[src/rtl/nasti_read_arbiter.sv]
// rtl/nasti_read_arbiter.sv - N-to-1 NASTI read arbiter, one burst outstanding, R routed by grant.
// Define NASTI_RD_ARB_FIXED_PRIO_EN for fixed lowest-index-wins priority; default is round-robin.
module nasti_read_arbiter #(
  parameter int N_MASTER   = 2,
  parameter int ID_WIDTH   = 2,
  parameter int ADDR_WIDTH = 32,
  parameter int DATA_WIDTH = 64,
  parameter int USER_WIDTH = 1
) (
  input  logic                           clk,
  input  logic                           rstn,
  input  logic [N_MASTER*ID_WIDTH-1:0]   m_ar_id_i,
  input  logic [N_MASTER*ADDR_WIDTH-1:0] m_ar_addr_i,
  input  logic [N_MASTER*8-1:0]          m_ar_len_i,
  input  logic [N_MASTER*3-1:0]          m_ar_size_i,
  input  logic [N_MASTER*2-1:0]          m_ar_burst_i,
  input  logic [N_MASTER-1:0]            m_ar_lock_i,
  input  logic [N_MASTER*4-1:0]          m_ar_cache_i,
  input  logic [N_MASTER*3-1:0]          m_ar_prot_i,
  input  logic [N_MASTER*4-1:0]          m_ar_qos_i,
  input  logic [N_MASTER*4-1:0]          m_ar_region_i,
  input  logic [N_MASTER*USER_WIDTH-1:0] m_ar_user_i,
  input  logic [N_MASTER-1:0]            m_ar_valid_i,
  output logic [N_MASTER-1:0]            m_ar_ready_o,
  output logic [N_MASTER*ID_WIDTH-1:0]   m_r_id_o,
  output logic [N_MASTER*DATA_WIDTH-1:0] m_r_data_o,
  output logic [N_MASTER*2-1:0]          m_r_resp_o,
  output logic [N_MASTER-1:0]            m_r_last_o,
  output logic [N_MASTER*USER_WIDTH-1:0] m_r_user_o,
  output logic [N_MASTER-1:0]            m_r_valid_o,
  input  logic [N_MASTER-1:0]            m_r_ready_i,
  output logic [ID_WIDTH-1:0]            s_ar_id_o,
  output logic [ADDR_WIDTH-1:0]          s_ar_addr_o,
  output logic [7:0]                     s_ar_len_o,
  output logic [2:0]                     s_ar_size_o,
  output logic [1:0]                     s_ar_burst_o,
  output logic                           s_ar_lock_o,
  output logic [3:0]                     s_ar_cache_o,
  output logic [2:0]                     s_ar_prot_o,
  output logic [3:0]                     s_ar_qos_o,
  output logic [3:0]                     s_ar_region_o,
  output logic [USER_WIDTH-1:0]          s_ar_user_o,
  output logic                           s_ar_valid_o,
  input  logic                           s_ar_ready_i,
  input  logic [ID_WIDTH-1:0]            s_r_id_i,
  input  logic [DATA_WIDTH-1:0]          s_r_data_i,
  input  logic [1:0]                     s_r_resp_i,
  input  logic                           s_r_last_i,
  input  logic [USER_WIDTH-1:0]          s_r_user_i,
  input  logic                           s_r_valid_i,
  output logic                           s_r_ready_o
);

  localparam int GW    = (N_MASTER > 1) ? $clog2(N_MASTER) : 1;
  localparam int REQ_W = ID_WIDTH + ADDR_WIDTH + 8 + 3 + 2 + 1 + 4 + 3 + 4 + 4 + USER_WIDTH;

  typedef enum logic [1:0] {S_IDLE, S_AR, S_R} state_t;

  state_t            state_q, state_d;
  logic [GW-1:0]     ptr_q, ptr_d, grant_q, grant_d;
  logic [GW-1:0]     winner, hi_idx, lo_idx;
  logic              hi_found, any_valid;
  logic [REQ_W-1:0]  req_q, req_d;
  logic [REQ_W-1:0]  req_vec [N_MASTER];
  logic [N_MASTER-1:0] r_sel;

  for (genvar i = 0; i < N_MASTER; i++) begin : g_port
    assign req_vec[i] = {m_ar_id_i[i*ID_WIDTH +: ID_WIDTH], m_ar_addr_i[i*ADDR_WIDTH +: ADDR_WIDTH],
                         m_ar_len_i[i*8 +: 8], m_ar_size_i[i*3 +: 3], m_ar_burst_i[i*2 +: 2],
                         m_ar_lock_i[i], m_ar_cache_i[i*4 +: 4], m_ar_prot_i[i*3 +: 3],
                         m_ar_qos_i[i*4 +: 4], m_ar_region_i[i*4 +: 4],
                         m_ar_user_i[i*USER_WIDTH +: USER_WIDTH]};
    assign m_ar_ready_o[i] = (state_q == S_IDLE) && any_valid && (winner == GW'(i));
    assign r_sel[i]        = (state_q == S_R) && (grant_q == GW'(i));
    assign m_r_valid_o[i]  = r_sel[i] && s_r_valid_i;
    assign m_r_id_o[i*ID_WIDTH +: ID_WIDTH]         = r_sel[i] ? s_r_id_i   : '0;
    assign m_r_data_o[i*DATA_WIDTH +: DATA_WIDTH]   = r_sel[i] ? s_r_data_i : '0;
    assign m_r_resp_o[i*2 +: 2]                     = r_sel[i] ? s_r_resp_i : '0;
    assign m_r_last_o[i]                            = r_sel[i] && s_r_last_i;
    assign m_r_user_o[i*USER_WIDTH +: USER_WIDTH]   = r_sel[i] ? s_r_user_i : '0;
  end

  assign {s_ar_id_o, s_ar_addr_o, s_ar_len_o, s_ar_size_o, s_ar_burst_o, s_ar_lock_o,
          s_ar_cache_o, s_ar_prot_o, s_ar_qos_o, s_ar_region_o, s_ar_user_o} = req_q;
  assign s_ar_valid_o = (state_q == S_AR);
  assign s_r_ready_o  = |(r_sel & m_r_ready_i);

  // Lowest valid index at/above the pointer wins; otherwise wrap to lowest valid overall.
  always_comb begin
    hi_found  = 1'b0;
    any_valid = 1'b0;
    hi_idx    = '0;
    lo_idx    = '0;
    for (int i = N_MASTER - 1; i >= 0; i--) begin
      if (m_ar_valid_i[i]) begin
        lo_idx    = GW'(i);
        any_valid = 1'b1;
        if (GW'(i) >= ptr_q) begin
          hi_idx   = GW'(i);
          hi_found = 1'b1;
        end
      end
    end
    winner = hi_found ? hi_idx : lo_idx;
  end

  always_comb begin
    state_d = state_q;
    ptr_d   = ptr_q;
    grant_d = grant_q;
    req_d   = req_q;
    case (state_q)
      S_IDLE: if (any_valid) begin
        state_d = S_AR;
        grant_d = winner;
        req_d   = req_vec[winner];
`ifdef NASTI_RD_ARB_FIXED_PRIO_EN
        ptr_d   = '0;
`else
        ptr_d   = (winner == GW'(N_MASTER - 1)) ? '0 : winner + 1'b1;
`endif
      end
      S_AR:    if (s_ar_ready_i) state_d = S_R;
      S_R:     if (s_r_valid_i && s_r_ready_o && s_r_last_i) state_d = S_IDLE;
      default: state_d = S_IDLE;
    endcase
  end

  always_ff @(posedge clk or negedge rstn) begin
    if (!rstn) begin
      state_q <= S_IDLE;
      ptr_q   <= '0;
      grant_q <= '0;
      req_q   <= '0;
    end else begin
      state_q <= state_d;
      ptr_q   <= ptr_d;
      grant_q <= grant_d;
      req_q   <= req_d;
    end
  end

endmodule

[config.mk]
export PLATFORM = sky130hd
export DESIGN_NAME = nasti_read_arbiter
export DESIGN_NICKNAME = d
export VERILOG_FILES = /design/src/rtl/nasti_read_arbiter.sv
export SDC_FILE = /design/constraint.sdc
export NUM_CORES = 1
export LEC_CHECK = 0
export BUFFER_PORTS_ARGS = -buffer_cell sky130_fd_sc_hd__buf_2
export CAP_MARGIN = 30
export CORE_AREA = 2 2 160 162
export CTS_BUF_LIST = sky130_fd_sc_hd__clkbuf_8
export DETAILED_ROUTE_END_ITERATION = 16
export DIE_AREA = 0 0 162 164
export PLACE_DENSITY = 0.46
export SLEW_MARGIN = 20
export SYNTH_ARGS = -nofsm -noshare
export SYNTH_HDL_FRONTEND = slang
export SYNTH_SLANG_ARGS = --single-unit
[constraint.sdc]
create_clock -name clk -period 3.1 [get_ports clk]
set_clock_uncertainty 0.05 [all_clocks]
set_input_delay 0.31 -clock clk [delete_from_list [all_inputs] [get_ports clk]]
set_output_delay 0.31 -clock clk [all_outputs]
set_load 0.02 [all_outputs]
; Word-level counts from Yosys, hierarchy flattened
; Index checks and enable logic that the tools add are counted.
[totals]
ff_bits = 68
latchBits = 0
ramBits = 0
mem_bits_ro = 0
input_bits = 206
output_inout_bits = 210
wordCells = 58
n_memories = 0
[classes]
n_addsub = 1
multipliers = 0
div = 0
n_lt_le_gt_ge = 3
n_eq_ne = 5
shifts = 0
muxes = 26
bitwise = 4
n_reduce_logical = 15
[ops]
columns = operator, count
row1 = 2-to-1 mux 64 bit, 5
row2 = 2-to-1 mux 2 bit, 7
row3 = 2-to-1 mux 1 bit, 13
row4 = logical AND 1 bit, 11
row5 = case mux 2 bit (3 select lines), 1
row6 = "inequality test 2 x 1 -> 1 bit, second input constant", 2
row7 = AND reduction 3 bit, 1
row8 = AND 2 bit, 1
row9 = "equality test 2 x 1 -> 1 bit, second input constant", 1
row10 = "equality test 2 bit, second input constant", 1
row11 = ">= comparator 1 bit, first input constant", 2
row12 = ">= comparator 2 bit, second input constant", 1
row13 = zero test 2 bit, 1
row14 = "inequality test 2 bit, second input constant", 1
row15 = NOT 1 bit, 2
row16 = NOT 1 -> 2 bit, 1
row17 = AND reduction 2 bit, 1
row18 = OR reduction 2 bit, 1
row19 = "adder 1 bit, second input constant", 1

; Longest topological paths before layout
; Gate-level depths: netlist of the first run.
[depth]
word_depth = 10
mapped_depth = 5
depth_no_buf = 3

; Worst setup path after synthesis of the first run
; Ideal clock, no wire load.
[synth_timing]
kind = register to output
from = register state_q[0]
to = output m_r_data_o[0]
arrival_ns = 1.324
t_required_ns = 2.740
setup_slack_ns = 1.416
stages_incl_launch_ff = 5
n_path_buf = 1
cell_sequence = dfrtp_1 nand2b_1 nor2_1 clkbuf_1 and2_1
[synth_between]
elab_chain_cells = 3
[synth_rtl]
columns = element, line
row1 = start: declaration, 59  ; state_t state_q, state_d;
row2 = start signal: assignment, 136  ; state_q <= state_d;
row3 = equality test 2 bit, 74  ; assign r_sel[i] = (state_q == S_R) && (grant_q == GW'(i));
row4 = logical AND 1 bit, 74
row5 = 2-to-1 mux 64 bit, 77  ; assign m_r_data_o[i*DATA_WIDTH +: DATA_WIDTH] = r_sel[i] ? s_r_data_i : '0;
row6 = end: declaration, 26  ; output logic [N_MASTER*DATA_WIDTH-1:0] m_r_data_o,
; No other way between the ends.

; Worst setup path in the final report of the first run
[layout_timing]
from = register state_q[0]
to = output m_r_data_o[32]
; The elaborated chain is that of the path after synthesis.

==> results of run 1 <==
-- area by class of cell --
cell class / instances / area [sq um] / area share, %
Timing Repair Buffer: 424 / 2187 / 32.89
Multi-Input combinational cell: 290 / 2147 / 32.29
Sequential cell: 68 / 1702 / 25.59
Tap cell: 330 / 412.9 / 6.210
Clock buffer: 13 / 178.9 / 2.691
Clock inverter: 2 / 8.758 / 0.1317
Inverter: 2 / 7.507 / 0.1129
Antenna cell: 2 / 5.005 / 0.07527
-- per-stage QoR --
stage               total power [mW]  setup slack, ps  util [%]  hold slack [ps]  std cells
floorplan                      3.901             1416         -           -35.59        401
global placement               5.079             1094     25.89            425.4       1112
detailed placement             5.051             1105     25.89            435.1       1112
CTS                            5.819            688.2     26.65            63.10       1127
global route                   6.148            535.4     26.79            100.8       1131
finish                         5.733            723.1     26.79            127.5       1131
-- flip-flops by register name, summed over array words and instances (netlist names) --
register / count
grant_q: 1
ptr_q: 1
req_q: 64
state_q: 2
-- power groups by stage --
| stage | registers (mW) | logic (mW) | clock network (mW) |
|---|---|---|---|
| final | 1.54 | 3.47 | 0.719 |
| after global routing | 1.60 | 3.75 | 0.797 |
| after floorplan | 2.04 | 1.86 | 0 |
| after global placement | 1.55 | 3.53 | 0 |
| after detailed placement | 1.56 | 3.49 | 0 |
| after CTS | 1.54 | 3.52 | 0.759 |
-- metal layers --
metal | track usage [%] | up-vias | routed length [um]
met5 | 0 | - | 41
met1 | 15.71 | 2242 | 7551
met2 | 24.55 | 248 | 9992
li1 | - | 2232 | -
met4 | 5.310 | 6 | 480
met3 | 4.242 | 31 | 1580
-- final timing paths --
path	startpoint	to	slack [ps]	depth (start not counted)
min in group asynchronous	rstn	req_q[47]	390	2
max reg2reg	state_q[0]	req_q[36]	1270	4
max in group asynchronous	rstn	req_q[32]	2050	3
max	state_q[0]	m_r_data_o[32]	720	5
min	m_ar_prot_i[3]	req_q[9]	130	2
min reg2reg	ptr_q	ptr_q	450	1
-- Yosys cell counts --
master	instances
and2_1	142
dfrtp_1	68
a221o_1	64
o21a_1	64
clkbuf_1	18
buf_2	16
buf_6	6
nor2_1	5
nand2b_1	3
a21o_1	2
and3_1	2
nand2_1	2
o21ai_0	2
buf_4	1
inv_1	1
inv_2	1
mux2i_1	1
nor3_1	1
o2bb2ai_1	1
or2_1	1
-- cell families (layout without fill, tap and decap cells) --
kind of cell	after synthesis	in the layout	share of synthesized area, %
compound gates	133	133	28.49
simple gates	156	156	23.61
flops	68	68	41.98
other cells	0	2	0
mux	1	1	0.2469
buf+inv	43	441	5.679
-- cell usage in the layout, fill, tap and decap left out, types with 2 or more instances in the layout --
| cell | count |
|---|---|
| a21o_1 | 2 |
| a221o_1 | 64 |
| and2_1 | 142 |
| and3_2 | 2 |
| buf_12 | 3 |
| buf_2 | 414 |
| buf_4 | 6 |
| clkbuf_8 | 13 |
| dfrtp_1 | 68 |
| diode_2 | 2 |
| inv_1 | 2 |
| nand2_1 | 2 |
| nand2b_1 | 3 |
| nor2_1 | 2 |
| nor2_4 | 3 |
| o21a_1 | 64 |
| o21ai_0 | 2 |
==> flow_metrics.env, run 1 <==
export IMPL_grtUsageTotal_pct=13.89
export IMPL_place_congestion=0.8210
export IMPL_grt_ovfl_total=0
export IMPL_end_kind="primary output"
export IMPL_clk_pin_slew_ps=80
export IMPL_htree_levels=3
export IMPL_vias=4759
export IMPL_drc=0
export IMPL_syn_nets=607
export IMPL_worst_ep_required_time_ps=2740
export IMPL_core_sq_um=24820
export IMPL_antenna_found_initial=5
export IMPL_cpPeakStageDelay_ps=440
export IMPL_area_growth_synth_to_final_pct=64.01
export IMPL_hold_class="input pin to flop"
export IMPL_place_area_sq_um=6426
export IMPL_synth_top_cell_by_area="dfrtp_1"
export IMPL_start_util_pct=16.33
export IMPL_drtAntennaViolNets=0
export IMPL_stdcell_area_sq_um=6649
export IMPL_ys_ff_latch=68
export IMPL_ys_warn_count=0
export IMPL_seq_power_share_pct=26.9
export IMPL_cts_tree="yes"
export IMPL_p_clk_share_pct=12.5
export IMPL_critPathTopFamily="simple AND/OR/NAND/NOR gates"
export IMPL_crit_type="flop to primary output"
export IMPL_cp_slowest_cell="buf_4"
export IMPL_avgSynthCellArea_sq_um=10.11
export IMPL_rsz0062_at_grt="false"
export IMPL_cellPowerDensity_nw_per_um2=862.2
export IMPL_row_count=58
export IMPL_synth_area_top_cells="dfrtp_1 42%, and2_1 22%, a221o_1 16%"
export IMPL_crit_arrival_ps=2020
export IMPL_grt_pass1_wl_um=27840
export IMPL_relSlewSlack_pct=45.80
export IMPL_setup_violations=0
export IMPL_cts_setup_buffers=0
export IMPL_wl_per_cell_um=17.37
export IMPL_nFillCells=2788
export IMPL_yosysSeqAreaShare_pct=41.98
export IMPL_cts_buffers=9
export IMPL_power_frac_comb_pct=60.6
export IMPL_cp_max_fo=71
export IMPL_cts_resized=0
export IMPL_dr_first_iter_drc_count=203
export IMPL_cts_buffer_depth=2
export IMPL_synthCells=401
export IMPL_grt_pass1_vias=4791
export IMPL_worstMarginPinSlew_ps=813.1
export IMPL_wl_um=19650
export IMPL_viasPerCell=4.208
export IMPL_clkSinkCount=68
export IMPL_clk_insertion_delay_late_ps=350
export IMPL_grt_start_max_net_pins=72
export IMPL_die_w_um=162
export IMPL_p_sw_mw=2.645
export IMPL_portBuffers=415
export IMPL_io_pins=416
export IMPL_maxCapViolations=0
export IMPL_status="completed"
export IMPL_layout_nets=1001
export IMPL_drv_slew=0
export IMPL_fmax_mhz=420.7
export IMPL_dpl_hpwl_um=14780
export IMPL_ir_drop_uv=311.7
export IMPL_yosys_cell_types_count=20
export IMPL_finalHoldViolCount=0
export IMPL_period_minus_slack_ps=2377
export IMPL_yosys_area_top_type_share_pct=41.98
export IMPL_fin_crit_sh_pct=76.67
export IMPL_drive_gt1_share_pct=55.57
export IMPL_cts_root_buf="clkbuf_8"
export IMPL_syn_area_sq_um=4054
export IMPL_tns_ps=0
export IMPL_p_leak_nw=3.739
export IMPL_worstPathCellList="nand2b_1, nor2_4, buf_4, and2_1, buf_2"
export IMPL_hold_buffers=0
export IMPL_first_pass_iters=4
export IMPL_p_int_mw=3.088
export IMPL_crit_path_start_kind="flop"
export IMPL_die_h_um=164
export IMPL_cp_buffers_inverters=2
export IMPL_die_area_sq_um=26570
export IMPL_netSwitchingFraction_pct=46.13
Note: power is estimated with default switching activity, not from simulation.
==> run 2, diff against run 1 <==
CORE_AREA = 2 2 162 164   (was 2 2 160 162)
DIE_AREA = 0 0 164 166   (was 0 0 162 164)
clock period = 2.25 ns   (was 3.1 ns; I/O delays follow)
==> run 2 against run 1 <==
First-iteration DRC count rose by 14%. Non-clock buffer count rose by 1. Die area rose by 2.5%. Cell count rose by 0.71%. Critical path depth fell by 2. Wire length fell by 0.94%. Sequential share of layout area fell by 0.46 points. Sequential power rose by 39%. Combinational power rose by 40%. Register-to-register slack got worse by 820 ps. Flip-flop and latch count did not move. Clock-buffer cell count fell by 4. Largest cell class unchanged.
==> flow_metrics.env, run 2 (synthesis results as in run 1) <==
export IMPL_status="completed"
export IMPL_reg2reg_depth=4
export IMPL_grtUsageTotal_pct=13.44
export IMPL_setup_violations=0
export IMPL_stdcell_area_sq_um=6770
export IMPL_grt_start_max_net_pins=72
export IMPL_crit_path_start_kind="flop"
export IMPL_io_pins=416
export IMPL_cp_max_fo=24
export IMPL_antenna_found_initial=3
export IMPL_die_area_sq_um=27220
export IMPL_power_mw=8.243
export IMPL_p_clk_share_pct=15.0
export IMPL_fmax_mhz=481.5
export IMPL_layout_nets=1002
export IMPL_rsz0062_at_grt="false"
export IMPL_p_sw_mw=3.689
export IMPL_vias=4715
export IMPL_wl_per_cell_um=17.09
export IMPL_end_kind="primary output"
export IMPL_worst_ep_required_time_ps=1980
export IMPL_hold_path_endpoint="state_q[0]"
export IMPL_largest_reg_flops=64
export IMPL_drc=0
export IMPL_tns_ps=0
export IMPL_seq_power_share_pct=25.9
export IMPL_first_pass_iters=4
export IMPL_viasPerCell=4.140
export IMPL_htree_levels=3
export IMPL_row_count=59
export IMPL_grt_pass1_vias=4726
export IMPL_drv_slew=0
export IMPL_cts_tree="yes"
export IMPL_grt_pass1_wl_um=27770
export IMPL_worstMarginPinSlew_ps=782.6
export IMPL_crit_path_start="state_q[1]"
export IMPL_ir_drop_uv=490.8
export IMPL_cts_buffers=9
export IMPL_portBuffers=415
export IMPL_r2r_start="state_q[0]"
export IMPL_netSwitchingFraction_pct=44.75
export IMPL_largestRegisters="req_q (64), state_q (2)"
export IMPL_wl_um=19460
export IMPL_clk_insertion_delay_late_ps=350
export IMPL_drtAntennaViolNets=0
export IMPL_p_leak_nw=3.769
export IMPL_cts_buffer_depth=2
export IMPL_dr_first_iter_drc_count=232
export IMPL_clkSinkCount=68
export IMPL_drive_gt1_share_pct=55.81
export IMPL_mostFrequentLayoutCell="buf_2"
export IMPL_relSlewSlack_pct=47.83
export IMPL_cts_root_buf="clkbuf_8"
export IMPL_worst_r2r_setup_slack_ps=450
export IMPL_start_util_pct=15.83
export IMPL_clk_pin_slew_ps=70
export IMPL_finalHoldViolCount=0
export IMPL_place_area_sq_um=6510
export IMPL_core_sq_um=25620
export IMPL_p_int_mw=4.554
export IMPL_hold_class="input pin to flop"
export IMPL_crit_arrival_ps=1800
export IMPL_area_growth_synth_to_final_pct=67.01
export IMPL_die_w_um=164
export IMPL_regMostFlops="req_q"
export IMPL_final_cell_mix="414 x buf_2, 142 x and2_1, 68 x dfrtp_1"
export IMPL_place_congestion=0.7626
export IMPL_cellPowerDensity_nw_per_um2=1218
export IMPL_min_from="s_ar_ready_i"
export IMPL_post_route_util_pct=26.43
export IMPL_hold_depth=2
export IMPL_crit_type="flop to primary output"
export IMPL_r2r_end="req_q[62]"
export IMPL_fin_crit_sh_pct=92.31
export IMPL_period_minus_slack_ps=2077
export IMPL_maxCapViolations=0
export IMPL_dpl_hpwl_um=14820
export IMPL_power_frac_comb_pct=59.0
export IMPL_grt_ovfl_total=0
export IMPL_die_h_um=166
## run 2: changes by cell type in the layout (fill, tap and decap cells not counted), sizes merged
cell	before	now
clkbuf	13	9
bufinv	0	3
clkinvlp	0	3
buf	423	424
clkinv	1	0
diode	2	3
## run 2: what timing repair did
action | in CTS | in global routing
buffers inserted | 0 | 0
hold buffers | 1 | 0
setup endpoints to repair | 0 | 1
gates resized for setup | 0 | 1
endpoints found under the hold margin | 27 | 0
## run 2: stage by stage
stage | worst slack [ps] | instances | hold WS [ps]
final | 173.0 | 1139 | 33.87
after global placement | 506.8 | 1119 | 145.3
after CTS | 104.4 | 1136 | 2.119
after global routing | 13.22 | 1138 | 8.324
after detailed placement | 483.6 | 1119 | 130.9
after floorplan | 650.8 | 401 | -120.6
## run 2: metal layers
metal	up-vias	part of all wire [%]	GRT usage (%)
li1	2238	-	-
met1	2234	37	14.24
met2	231	52	24.86
met3	12	9.1	4.670
met4	0	1.1	3.814
met5	-	0	0
## run 2: power groups by stage
stage / Sequential [mW] / Combinational, mW / Clock (mW)
finish: 2.14 / 4.87 / 1.24
global route: 2.21 / 5.25 / 1.35
CTS: 2.14 / 4.93 / 1.30
detailed placement: 2.15 / 4.91 / 0
global placement: 2.17 / 4.92 / 0
floorplan: 2.81 / 2.56 / 0
## run 2: how the worst max path moves through the flow
stage | cells after the start | end | slack (ps)
after floorplan | 4 | m_r_data_o[0] | 650
after global placement | 4 | req_q[45] | 510
after detailed placement | 4 | req_q[30] | 480
after CTS | 3 | m_ar_ready_o[1] | 100
after global routing | 3 | m_ar_ready_o[1] | 10
final | 3 | m_ar_ready_o[1] | 170
## run 2: final cells by class
| class | instances | area [sq um] |
|---|---|---|
| Clock buffer | 9 | 123.9 |
| Tap cell | 335 | 419.2 |
| Multi-Input combinational cell | 290 | 2150 |
| Inverter | 2 | 7.507 |
| Antenna cell | 3 | 7.507 |
| Sequential cell | 68 | 1702 |
| Timing Repair Buffer | 425 | 2245 |
| Fill cell | 2789 | 18850 |
| Clock inverter | 7 | 116.4 |
## run 2: worst max-delay path, cell delays in order, from the launching register on
cell and delay (ps):
dfrtp_1 410, nor2_1 150, and3_2 600, buf_2 280
